### src/rtl/tt_pkg.sv
// tt_pkg: shared state encoding, vector count and bit-position helper for truth-table capture
package tt_pkg;
  typedef enum logic [2:0] {IDLE, SETTLE, SAMPLE, WAIT_GAP, COMMIT, DONE} tt_state_e;
  localparam int TT_NUM_VECTORS = 8;
  function automatic logic [2:0] tt_bit_pos(input logic [2:0] idx);
    return 3'd7 - idx;
  endfunction
endpackage

### src/rtl/tt_vote_acc.sv
// tt_vote_acc: counts ones over the samples of one vector and reports majority and disagreement
module tt_vote_acc #(
  parameter int NUM_SAMPLES = 3,
  localparam int CW = $clog2(NUM_SAMPLES) + 1
) (
  input  logic          clk,
  input  logic          rst,
  input  logic          clear,
  input  logic          sample_en,
  input  logic          out,
  output logic [CW-1:0] ones_count,
  output logic          majority,
  output logic          disagree
);
  localparam logic [CW-1:0] HALF = CW'(NUM_SAMPLES / 2);
  localparam logic [CW-1:0] ALL = CW'(NUM_SAMPLES);
  logic [CW-1:0] ones_q, ones_d;
  // clear wins over a sample taken in the same cycle
  always_comb ones_d = clear ? '0 : ones_q + CW'(sample_en & out);
  // ones counter register
  always_ff @(posedge clk)
    if (rst) ones_q <= '0;
    else ones_q <= ones_d;
  assign ones_count = ones_q;
  assign majority = ones_q > HALF;
  assign disagree = ones_q != '0 && ones_q != ALL;
endmodule

### src/rtl/truth_table_capture.sv
// truth_table_capture: sweeps all 8 input vectors of a 3-input gate and records its truth-table code
module truth_table_capture
  import tt_pkg::*;
#(
  parameter int SETTLE_CYCLES = 4,
  parameter int NUM_SAMPLES = 3,
  parameter int SAMPLE_GAP = 1
) (
  input  logic       clk,
  input  logic       rst,
  input  logic       start,
  input  logic       abort,
  output logic       in1,
  output logic       in2,
  output logic       in3,
  input  logic       out,
  output logic       busy,
  output logic       done,
  output logic [7:0] code,
  output logic [7:0] unstable
);
  localparam int CW = $clog2(NUM_SAMPLES) + 1;
  localparam int TMAX = SETTLE_CYCLES > SAMPLE_GAP ? SETTLE_CYCLES : SAMPLE_GAP;
  localparam int TW = $clog2(TMAX) + 1;
  localparam logic [TW-1:0] SETTLE_LAST = TW'(SETTLE_CYCLES - 1);
  localparam logic [TW-1:0] GAP_LAST = TW'(SAMPLE_GAP > 1 ? SAMPLE_GAP - 2 : 0);
  localparam logic [CW-1:0] SMP_LAST = CW'(NUM_SAMPLES - 1);
  tt_state_e     state_q, state_d;
  logic [2:0]    idx_q, idx_d;
  logic [TW-1:0] tmr_q, tmr_d;
  logic [CW-1:0] smp_q, smp_d;
  logic [7:0]    scr_code_q, scr_code_d, scr_unst_q, scr_unst_d;
  logic [7:0]    code_q, code_d, unst_q, unst_d;
  logic          vote_clr, sample_en, majority, disagree;
  logic [CW-1:0] vote_ones_unused;
  tt_vote_acc #(.NUM_SAMPLES(NUM_SAMPLES)) u_vote (
    .clk       (clk),
    .rst       (rst),
    .clear     (vote_clr),
    .sample_en (sample_en),
    .out       (out),
    .ones_count(vote_ones_unused),
    .majority  (majority),
    .disagree  (disagree)
  );
  // next-state logic; abort overrides every transition and freezes the published result
  always_comb begin
    state_d = state_q;
    idx_d = idx_q;
    tmr_d = tmr_q;
    smp_d = smp_q;
    scr_code_d = scr_code_q;
    scr_unst_d = scr_unst_q;
    code_d = code_q;
    unst_d = unst_q;
    vote_clr = 1'b0;
    sample_en = 1'b0;
    case (state_q)
      IDLE: if (start) begin
        state_d = SETTLE;
        idx_d = '0;
        tmr_d = '0;
        smp_d = '0;
        scr_code_d = '0;
        scr_unst_d = '0;
        vote_clr = 1'b1;
      end
      SETTLE: begin
        tmr_d = tmr_q == SETTLE_LAST ? '0 : tmr_q + TW'(1);
        state_d = tmr_q == SETTLE_LAST ? SAMPLE : SETTLE;
      end
      SAMPLE: begin
        sample_en = 1'b1;
        smp_d = smp_q + CW'(1);
        tmr_d = '0;
        state_d = smp_q == SMP_LAST ? COMMIT : SAMPLE_GAP > 1 ? WAIT_GAP : SAMPLE;
      end
      WAIT_GAP: begin
        tmr_d = tmr_q + TW'(1);
        state_d = tmr_q == GAP_LAST ? SAMPLE : WAIT_GAP;
      end
      COMMIT: begin
        scr_code_d[tt_bit_pos(idx_q)] = majority;
        scr_unst_d[tt_bit_pos(idx_q)] = disagree;
        vote_clr = 1'b1;
        smp_d = '0;
        tmr_d = '0;
        state_d = idx_q == 3'd7 ? DONE : SETTLE;
        idx_d = idx_q == 3'd7 ? idx_q : idx_q + 3'd1;
        code_d = idx_q == 3'd7 ? scr_code_d : code_q;
        unst_d = idx_q == 3'd7 ? scr_unst_d : unst_q;
      end
      DONE: state_d = IDLE;
      default: state_d = IDLE;
    endcase
    if (abort) begin
      state_d = IDLE;
      code_d = code_q;
      unst_d = unst_q;
    end
  end
  // state, timers and result registers
  always_ff @(posedge clk)
    if (rst) begin
      state_q <= IDLE;
      idx_q <= '0;
      tmr_q <= '0;
      smp_q <= '0;
      scr_code_q <= '0;
      scr_unst_q <= '0;
      code_q <= '0;
      unst_q <= '0;
    end else begin
      state_q <= state_d;
      idx_q <= idx_d;
      tmr_q <= tmr_d;
      smp_q <= smp_d;
      scr_code_q <= scr_code_d;
      scr_unst_q <= scr_unst_d;
      code_q <= code_d;
      unst_q <= unst_d;
    end
  // outputs decode from state; the gate inputs only carry idx while a vector is in flight
  always_comb begin
    busy = state_q inside {SETTLE, SAMPLE, WAIT_GAP, COMMIT};
    done = state_q == DONE;
    {in1, in2, in3} = busy ? idx_q : 3'b000;
    code = code_q;
    unstable = unst_q;
  end
endmodule
### config.mk
export PLATFORM = sky130hd
export DESIGN_NAME = truth_table_capture
export DESIGN_NICKNAME = d
export VERILOG_FILES = /design/src/rtl/tt_pkg.sv /design/src/rtl/tt_vote_acc.sv /design/src/rtl/truth_table_capture.sv
export SDC_FILE = /design/constraint.sdc
export NUM_CORES = 1
export LEC_CHECK = 0
export CORE_MARGIN = 3
export CORE_UTILIZATION = 50
export DETAILED_ROUTE_END_ITERATION = 8
export PLACE_DENSITY = 0.83
export SLEW_MARGIN = 20
export SYNTH_ARGS = -nofsm -noshare
export SYNTH_HDL_FRONTEND = slang
export SYNTH_HIERARCHICAL = 1
export SYNTH_SLANG_ARGS = --single-unit
### constraint.sdc
create_clock -name clk -period 2 [get_ports clk]
set_clock_uncertainty 0.15 [all_clocks]
set_input_delay 0.4 -clock clk [delete_from_list [all_inputs] [get_ports clk]]
set_output_delay 0.4 -clock clk [all_outputs]
set_load 0.005 [all_outputs]
# Word-level counts from Yosys, hierarchy flattened
# Index checks and enable logic that the tools add are counted.
# totals
out_inout_bits	21
reg_bits	47
in_bits	5
wordCells	70
# classes
n_addsub	5
muxes	23
n_eq_ne	11
n_bitwise	2
reduce_logical	17
order_cmp	3
# ops
cell	count
$pmux 8 s2	2
$mux 3	7
$bwmux 8	2
$pmux 3 s5	1
$eq 3x2->1 const B	4
$pmux 3 s4	1
$add 3x1->3 const B	3
$eq 3x3->1 const B	3
$pmux 3 s3	1
$mux 8	1
$reduce_bool 4->1	2
$logic_not 3->1	2
$pmux 3 s2	1
$reduce_and 2->1	3
$reduce_and 3->1	2
$reduce_bool 3->1	2
$reduce_or 2->1	3
$lt 3x4->1 const B	1
$mux 1	4
$ne 2x2->1 const B	2
$add 3x3->3	1
$demux 1 s3	1
$eq 3x1->1 const B	1
$ge 3x1->1 const B	1
9 further kinds	10

# Logic depth before layout (Yosys ltp)
# Gate-level depths: netlist (run 1).
# depth
ltp_word	7
mapped_depth	9
depth_no_buf	8

# By module
# The synthesis (run 1) kept the hierarchy.
# by_module_without_submodules
mod	cells_each	area_each_um2	instances
truth_table_capture	218	1871.8	1
tt_vote_acc	13	146.4	1

# Worst setup path after synthesis (run 1)
# No wires, ideal clock.
# synth_timing
kind	flip-flop to flip-flop
startpoint	register state_q[0]
endpoint	register u_vote.ones_q[2] (netlist: u_vote/ones_count[2])
setup_time_ns	0.132
setup_slack_ns	0.181
synth_period_minus_slack_ns	1.819
required_time_ns	1.718
arrival_ns	1.537
path_stages_with_launch	10
cell_sequence	dfxtp_1 > clkbuf_1 > nor2_1 > nand2_1 > inv_1 > and2_1 > ha_1 > ha_1 > xnor2_1 > nor3_2
# synth_between
elab_chain_cells	4
elab_cells_between_ends	8
cone_classes	add/sub (1); eq/ne (2); mux (2); bitwise (1); reduce/logical (2)
# synth_lines
item	line	text
start, declared	truth_table_capture.sv:28	tt_state_e state_q, state_d;
start signal, assigned	truth_table_capture.sv:114	state_q <= state_d;
$eq 3x2->1	truth_table_capture.sv:58	case (state_q)
$mux 1	truth_table_capture.sv:58	
named net sample_en	truth_table_capture.sv:34	logic vote_clr, sample_en, majority, disagree;
$and 1x1->1	tt_vote_acc.sv:19	always_comb ones_d = clear ? '0 : ones_q + CW'(sample_en & out);
$add 3x3->3	tt_vote_acc.sv:19	
end signal, assigned	tt_vote_acc.sv:23	else ones_q <= ones_d;
end, declared	tt_vote_acc.sv:17	logic [CW-1:0] ones_q, ones_d;
# The timed path passes the listed nets, and every way through them passes these cells.
# A chain may end at the register's enable or synchronous reset.

# Final worst setup path (run 1)
# layout_timing
startpoint	register state_q[1]
endpoint	output done
# layout_between
elab_chain_cells	1
# layout_lines
item	line	text
$eq 3x3->1	truth_table_capture.sv:126	done = state_q == DONE;
end, declared	truth_table_capture.sv:18	output logic done,
# No other way between the ends.

==> impl_metrics.py, run 1 <==
metrics = {
    "power_and_ir_drop": {
        "clock_network_fraction_of_design_power": 0.368,
        "p_int_mw": 1.19,
        "combinational_group_share_of_total_power": 0.055,
        "switching_power_uw": 370,
        "p_sw_frac": 0.237,
        "worst_ir_drop_vdd_mv": 0.420,
        "share_seq_of_total_power": 0.577,
        "static_leak_nw": 1.03,
        "cellPowerDensity_mw_per_mm2": 611,
    },
    "synth": {
        "synthDistinctLibCells": 40,
        "synthesis.yosys.warnings": 6,
        "ys.flop_type": "sky130_fd_sc_hd__dfxtp_1",
        "synth_top_cell_by_area": "sky130_fd_sc_hd__dfxtp_1",
        "syn_nets": 246,
        "synth.top_cells.by_area": "sky130_fd_sc_hd__dfxtp_1 45%, sky130_fd_sc_hd__nand2_1 9.1%, sky130_fd_sc_hd__ha_1 6.2%",
        "async_reset_ff_frac": 0,
        "postSynthCellCount": 231,
        "synth-seq-cells": 45,
        "syn_area_per_cell_um2": 8.74,
        "area_share_of_the_largest_cell_type_after_synthesis": 0.446,
        "synth-edff-count": 0,
        "syn-cell-area_mm2": 0.00202,
        "seq_area_frac_synth": 0.446,
    },
    "clock_network": {
        "htree_levels": 2,
        "tritoncts": "yes",
        "cts.hold.buffers_added": 0,
        "clock_tree.buffer_depth": 2,
        "cts_num_sinks": 45,
        "clk-insertion-delay-late_ns": 0.30,
        "cts.reportedPaths.clkPinSlew_ns": 0.09,
        "cts.root.buffer_cell": "sky130_fd_sc_hd__clkbuf_8",
        "numCtsBuffers": 5,
    },
    "critical_path": {
        "end_kind": "output port",
        "timing.critical_path.arrival_ns": 1.37,
        "critical_setup_path_class": "reg -> out",
        "worstPathMaxFanout": 11,
        "worst-r2r-cell-count": 6,
        "cpMostUsedCell": "sky130_fd_sc_hd__buf_4",
        "cp.depth": 4,
        "max_stage_delay_ns": 0.36,
        "cp_top_family": "buffers and inverters",
        "crit_buf_inv": 3,
        "critical_path.cell_chain": "buf_4 > buf_4 > nor3b_2 > dlygate4sd2_1",
        "start_kind": "flop",
        "worst_path_max_delay_cell": "sky130_fd_sc_hd__dfxtp_4",
        "cp.required_ns": 1.45,
    },
    "global_routing": {
        "global_route.usage.total": 0.177,
        "grt_pass1_wl_um": 7090,
        "first_global_vias": 1616,
        "antenna_found_initial": 0,
        "grt_max_degree": 18,
        "grt_overflow_total": 0,
    },
    "die": {
        "core.rowCount": 22,
        "die_w_um": 69.5,
        "die_area_mm2": 0.00483,
        "die_height_um": 69.5,
        "io_pins": 26,
        "floorplan.core_area_mm2": 0.00377,
        "starting_utilization_of_the_core_area": 0.535,
    },
    "final_layout": {
        "insertedDiodeCount": 0,
        "design.final.nets": 285,
        "syn_to_final_growth_pct": 26.5,
        "drive_gt1_frac": 0.151,
        "core_utilization_of_the_finished_layout": 0.677,
        "layout.cells.most_common": "sky130_fd_sc_hd__nand2_1",
        "layout.cells.most_common_list": "49 x sky130_fd_sc_hd__nand2_1, 42 x sky130_fd_sc_hd__dfxtp_1, 20 x sky130_fd_sc_hd__a21oi_1, 20 x sky130_fd_sc_hd__clkdlybuf4s50_1, 19 x sky130_fd_sc_hd__buf_4",
        "design_area_mm2": 0.00255,
    },
    "sta": {
        "achievable-frequency_mhz": 520,
        "worstMarginPinSlew_ns": 0.417,
        "final.hold.worst_slack_ns": 0.305,
        "finalCritPeriodShare": 0.961,
        "number_of_failing_hold_endpoints_at_the_final_stage": 0,
        "rsz0062_at_grt": "no",
        "max-slew-margin-rel": 0.721,
        "min_period_ns": 1.92,
        "timing_max_transition_violations_final": 0,
        "setup_tns_final_ns": 0,
        "setup_violations": 0,
    },
    "placed_design": {
        "placement.cell_area_mm2": 0.00242,
        "place_congestion": 0.831,
        "place.port_buffers": 25,
        "detailedPlacementHpwl_um": 2930,
    },
    "job": {
        "cap_violations": 0,
    },
    "route": {
        "postRouteAntennaNets": 0,
        "drt-vias-per-instance": 5.44,
        "drc": 0,
        "num_vias": 1735,
        "wl_per_cell_um": 13.0,
        "detailedRoute.firstPassIterationCount": 4,
        "starting_drt_drc_count": 88,
        "wl_um": 4140,
    },
    "run_status": {
        "outcome": "finished clean",
    },
    "worst_hold_path": {
        "hold_path.class": "reg -> reg",
        "whs_path_depth": 2,
    },
}
[worst paths after layout]
| kind | startpoint | endpoint | slack (ns) |
|---|---|---|---|
| hold reg to reg | scr_code_q[2] | code[2] | 0.31 |
| setup reg to reg | state_q[1] | code[2] | 0.10 |
| setup / recovery | state_q[1] | done | 0.08 |
| hold / removal | scr_code_q[2] | code[2] | 0.31 |
[flip-flops by register name, summed over array words and instances (netlist names)]
| register | flops |
|---|---|
| state_q | 3 |
| scr_unst_q | 7 |
| unstable | 8 |
| scr_code_q | 7 |
| idx_q | 3 |
| tmr_q | 3 |
| code | 8 |
| u_vote/ones_count | 3 |
| smp_q | 3 |
[cells in the mapped netlist (3+ instances only)]
library cell and instances:
sky130_fd_sc_hd__a21oi_1 20, sky130_fd_sc_hd__nor2_1 11, sky130_fd_sc_hd__a32o_1 6, sky130_fd_sc_hd__a22o_1 4
sky130_fd_sc_hd__nand2b_1 5, sky130_fd_sc_hd__or3_1 4, sky130_fd_sc_hd__inv_1 10, sky130_fd_sc_hd__clkbuf_1 9
sky130_fd_sc_hd__o21ai_0 5, sky130_fd_sc_hd__buf_2 4, sky130_fd_sc_hd__nor3b_1 6, sky130_fd_sc_hd__o31ai_1 5
sky130_fd_sc_hd__and3_1 3, sky130_fd_sc_hd__ha_1 10, sky130_fd_sc_hd__nand2_1 49, sky130_fd_sc_hd__dfxtp_1 45
sky130_fd_sc_hd__xnor2_1 4, sky130_fd_sc_hd__o2bb2ai_1 4, sky130_fd_sc_hd__and2_1 4
[cell type report]
cell class	count	area, um^2
clock buffer	5	68.8
clock inverter	3	25.0
fill	300	1220
inverter	10	37.5
multi-input combinational	162	1030
sequential	45	907
tap	48	60.1
timing repair buffer	46	419
[repair_timing]
action,CTS,global route
setup buffers,3,0
cloned,0,0
pin swaps,2,2
setup endpoints to repair,5,3
gates resized for setup,12,3
[power by group through the flow]
stage          registers [mW]  clock network [mW]  logic [mW]
6_report                0.900               0.574      0.0865
5_1_grt                 0.901               0.620      0.0950
4_1_cts                 0.900               0.583      0.0873
3_5_place_dp            0.921                   0      0.0825
3_3_place_gp            0.921                   0      0.0806
2_1_floorplan           0.921                   0      0.0400
[per-layer routing]
| layer | global-route usage | wire length, um | vias to the layer above |
|---|---|---|---|
| met4 | 0.0651 | 61 | 0 |
| met5 | 0 | 0 | - |
| li1 | - | - | 877 |
| met2 | 0.290 | 1970 | 40 |
| met1 | 0.229 | 1960 | 811 |
| met3 | 0.0348 | 149 | 7 |
[through the flow]
stage,total power [mW],cells,setup slack (ns)
global placement,1.00,309,0.0497
CTS,1.57,320,0.0379
floorplan,0.961,231,0.181
global route,1.62,319,0.0163
finish,1.56,319,0.0779
detailed placement,1.00,309,-0.0419
[worst register-to-register path, cell delays in order (launching register included)]
cell	delay [ns]
sky130_fd_sc_hd__dfxtp_4	0.36
sky130_fd_sc_hd__buf_4	0.14
sky130_fd_sc_hd__or3b_4	0.44
sky130_fd_sc_hd__or3_1	0.35
sky130_fd_sc_hd__buf_4	0.19
sky130_fd_sc_hd__nand2_1	0.09
sky130_fd_sc_hd__a21oi_1	0.06
[kinds of logic after synthesis]
kind of cell,after synthesis,share of synthesized area
xor+xnor,4,0.0174
fa+ha+maj,10,0.0620
mux,3,0.0155
simple gates,95,0.238
compound gates,50,0.170
buf+inv,24,0.0508
flops,45,0.446
No activity file was read; power rests on OpenSTA's default activity.
==> inputs of run 2 (changes only) <==
Settings changed: ABC_AREA from default to 1, CORE_MARGIN 3 to 4, PLACE_DENSITY 0.83 to 0.82.
==> run 2 against run 1 <==
Count of clock-buffer cells in the layout increased by 1. Non-clock buffer count decreased by 4. Cell count increased by 36%. Sequential power increased by 5.4%. Flip-flop and latch count increased by 2. Hold slack improved by 0.019 ns. Routed wire length increased by 21%. Core utilization decreased by 3.4 points. Sequential share of layout area decreased by 2.5 points. Synthesized cell count increased by 48%. Via count increased by 24%. Critical path type unchanged. Critical endpoint is now in3. Largest cell class unchanged.
==> impl_metrics.py, run 2 <==
metrics = {
    "critical_path": {
        "critical_setup_path_class": "reg -> out",
        "worst_r2r_startpoint": "state_q[2]",
        "capturing_element_of_the_worst_setup_path": "in3",
        "ff2ff_setup_slack_ns": 0.35,
        "cp.required_ns": 1.45,
        "crit-reg2reg-capture": "u_vote/ones_count[2]",
        "crit_path_launch": "state_q[0]",
        "end_kind": "output port",
        "start_kind": "flop",
        "worst-r2r-cell-count": 10,
        "timing.critical_path.arrival_ns": 1.36,
        "worstPathMaxFanout": 5,
    },
    "power_and_ir_drop": {
        "combinational_group_share_of_total_power": 0.091,
        "share_seq_of_total_power": 0.510,
        "switching_power_uw": 443,
        "static_leak_nw": 1.30,
        "cellPowerDensity_mw_per_mm2": 651,
        "p_sw_frac": 0.238,
        "worst_ir_drop_vdd_mv": 0.340,
        "p_int_mw": 1.42,
        "clock_network_fraction_of_design_power": 0.399,
    },
    "synth": {
        "synth_commonest_cells": "102 x sky130_fd_sc_hd__nand2_1, 56 x sky130_fd_sc_hd__nor2_1, 47 x sky130_fd_sc_hd__dfxtp_1",
        "postSynthCellCount": 343,
        "syn_area_per_cell_um2": 6.87,
        "synthesis.yosys.warnings": 6,
        "synth_top_cell_by_area": "sky130_fd_sc_hd__dfxtp_1",
        "synth-edff-count": 0,
        "area_share_of_the_largest_cell_type_after_synthesis": 0.400,
        "ys.flop_type": "sky130_fd_sc_hd__dfxtp_1",
        "async_reset_ff_frac": 0,
        "syn-cell-area_mm2": 0.00235,
        "synthDistinctLibCells": 26,
        "synth-seq-cells": 47,
        "seq_area_frac_synth": 0.400,
        "syn_nets": 358,
        "synthMostInstantiatedCell": "sky130_fd_sc_hd__nand2_1",
        "synth.top_cells.by_area": "sky130_fd_sc_hd__dfxtp_1 40%, sky130_fd_sc_hd__nand2_1 16%, sky130_fd_sc_hd__nor2_1 8.9%",
    },
    "sta": {
        "setup_violations": 0,
        "timing_max_transition_violations_final": 0,
        "setup_tns_final_ns": 0,
        "min_period_ns": 1.91,
        "post-route-worst-setup-slack_ns": 0.0866,
        "max-slew-margin-rel": 0.776,
        "worstMarginPinSlew_ns": 0.335,
        "finalCritPeriodShare": 0.957,
        "achievable-frequency_mhz": 523,
        "rsz0062_at_grt": "no",
        "number_of_failing_hold_endpoints_at_the_final_stage": 0,
    },
    "route": {
        "drt-vias-per-instance": 4.95,
        "drc": 0,
        "postRouteAntennaNets": 0,
        "detailedRoute.firstPassIterationCount": 4,
        "starting_drt_drc_count": 124,
        "num_vias": 2148,
        "wl_um": 5030,
        "wl_per_cell_um": 11.6,
    },
    "die": {
        "floorplan.core_area_mm2": 0.00444,
        "die_w_um": 76.6,
        "die_height_um": 76.6,
        "io_pins": 26,
        "starting_utilization_of_the_core_area": 0.530,
        "die_area_mm2": 0.00587,
        "core.rowCount": 24,
    },
    "final_layout": {
        "design.final.nets": 396,
        "drive_gt1_frac": 0.134,
        "layout.filler_cells": 397,
        "insertedDiodeCount": 0,
        "layout.cells.most_common": "sky130_fd_sc_hd__nand2_1",
        "layout.cells.most_common_list": "101 x sky130_fd_sc_hd__nand2_1, 56 x sky130_fd_sc_hd__nor2_1, 44 x sky130_fd_sc_hd__dfxtp_1",
        "syn_to_final_growth_pct": 21.4,
    },
    "clock_network": {
        "numCtsBuffers": 5,
        "cts_num_sinks": 47,
        "cts.hold.buffers_added": 0,
        "clk-insertion-delay-late_ns": 0.30,
        "cts.reportedPaths.clkPinSlew_ns": 0.09,
        "cts.root.buffer_cell": "sky130_fd_sc_hd__clkbuf_8",
        "htree_levels": 2,
        "tritoncts": "yes",
        "clock_tree.buffer_depth": 2,
    },
    "job": {
        "cap_violations": 0,
    },
    "global_routing": {
        "first_global_vias": 2123,
        "antenna_found_initial": 0,
        "grt_overflow_total": 0,
        "grt_max_degree": 25,
        "grt_pass1_wl_um": 9190,
        "global_route.usage.total": 0.188,
    },
    "placed_design": {
        "detailedPlacementHpwl_um": 3620,
        "place.port_buffers": 25,
        "place_congestion": 0.841,
        "post-place-ws_ns": 0.0241,
    },
    "worst_hold_path": {
        "hold_path.class": "reg -> reg",
    },
    "run_status": {
        "outcome": "finished clean",
    },
}
-- run 2: changes by cell type in the layout (fill, tap and decap cells not counted), moves of 5 or more --
cell | before | now
sky130_fd_sc_hd__a21oi_1 | 20 | 8
sky130_fd_sc_hd__a21oi_2 | 0 | 6
sky130_fd_sc_hd__a32o_1 | 6 | 0
sky130_fd_sc_hd__inv_1 | 10 | 39
sky130_fd_sc_hd__nand2_1 | 49 | 101
sky130_fd_sc_hd__nand2_2 | 0 | 5
sky130_fd_sc_hd__nand2b_1 | 5 | 0
sky130_fd_sc_hd__nand3_1 | 1 | 23
sky130_fd_sc_hd__nor2_1 | 10 | 56
sky130_fd_sc_hd__nor3b_1 | 5 | 0
sky130_fd_sc_hd__o22ai_1 | 0 | 12
sky130_fd_sc_hd__o31ai_1 | 5 | 0
-- run 2: stage by stage --
stage                     instance area [um^2]   util  std cells  total power, mW  hold slack [ns]
after floorplan                           2350      -        343             1.08            0.298
after global placement                    2730  0.613        425             1.13            0.308
after detailed placement                  2730  0.613        425             1.13            0.312
after CTS                                 2850  0.642        434             1.87            0.325
after global routing                      2860  0.643        434             1.93            0.335
final                                     2860  0.643        434             1.86            0.324
-- run 2: what timing repair did --
item / in CTS / in global routing
gates resized for setup: 9 / 5
pin swaps: 1 / 0
setup endpoints to repair: 5 / 3
setup buffers: 1 / 0
-- run 2: critical path, cell delays in order, from the launching register on --
cell,delay [ns]
sky130_fd_sc_hd__dfxtp_2,0.33
sky130_fd_sc_hd__buf_4,0.13
sky130_fd_sc_hd__nor2_4,0.14
sky130_fd_sc_hd__nand2_4,0.09
sky130_fd_sc_hd__a21oi_2,0.13
sky130_fd_sc_hd__dlygate4sd2_1,0.24
-- run 2: layout make-up --
cell class                      count  area [um^2]  share of cell area
Multi-Input combinational cell    243         1190               0.416
Sequential cell                    47          945               0.330
Timing Repair Buffer               42          382               0.133
Inverter                           42          158              0.0551
Clock buffer                        6         82.6              0.0289
Tap cell                           52         65.1              0.0228
Clock inverter                      2         38.8              0.0136
-- run 2: worst min path at each step --
stage                   from       endpoint  slack [ns]  cells past startpoint
4_1_cts        scr_code_q[4]  scr_code_q[4]        0.32                      2
3_3_place_gp   scr_unst_q[2]  scr_unst_q[2]        0.31                      2
6_report       scr_unst_q[4]  scr_unst_q[4]        0.32                      2
2_1_floorplan  scr_code_q[2]  scr_code_q[2]        0.30                      2
5_1_grt        scr_code_q[4]  scr_code_q[4]        0.34                      2
3_5_place_dp   scr_unst_q[2]  scr_unst_q[2]        0.31                      2
-- run 2: kinds of logic after synthesis --
group,share of synthesized area
XOR/XNOR,0.00372
buffers and inverters,0.0999
AND/OR/NAND/NOR,0.355
adder cells (fa/ha/maj),0.0531
flip-flops,0.400
AO/OA/AOI/OAI,0.0887
-- run 2: power by group through the flow --
stage | clock [mW] | sequential (mW) | combinational (mW)
5_1_grt | 0.787 | 0.950 | 0.193
4_1_cts | 0.757 | 0.949 | 0.166
3_5_place_dp | 0 | 0.971 | 0.163
6_report | 0.743 | 0.949 | 0.169
2_1_floorplan | 0 | 0.972 | 0.108
3_3_place_gp | 0 | 0.970 | 0.160
-- run 2: routing by layer --
metal	vias up	part of all wire	GRT usage
met5	-	0	0
met4	0	0.011	0.0670
met3	6	0.034	0.0366
met2	35	0.48	0.332
met1	959	0.47	0.224
li1	1148	-	-
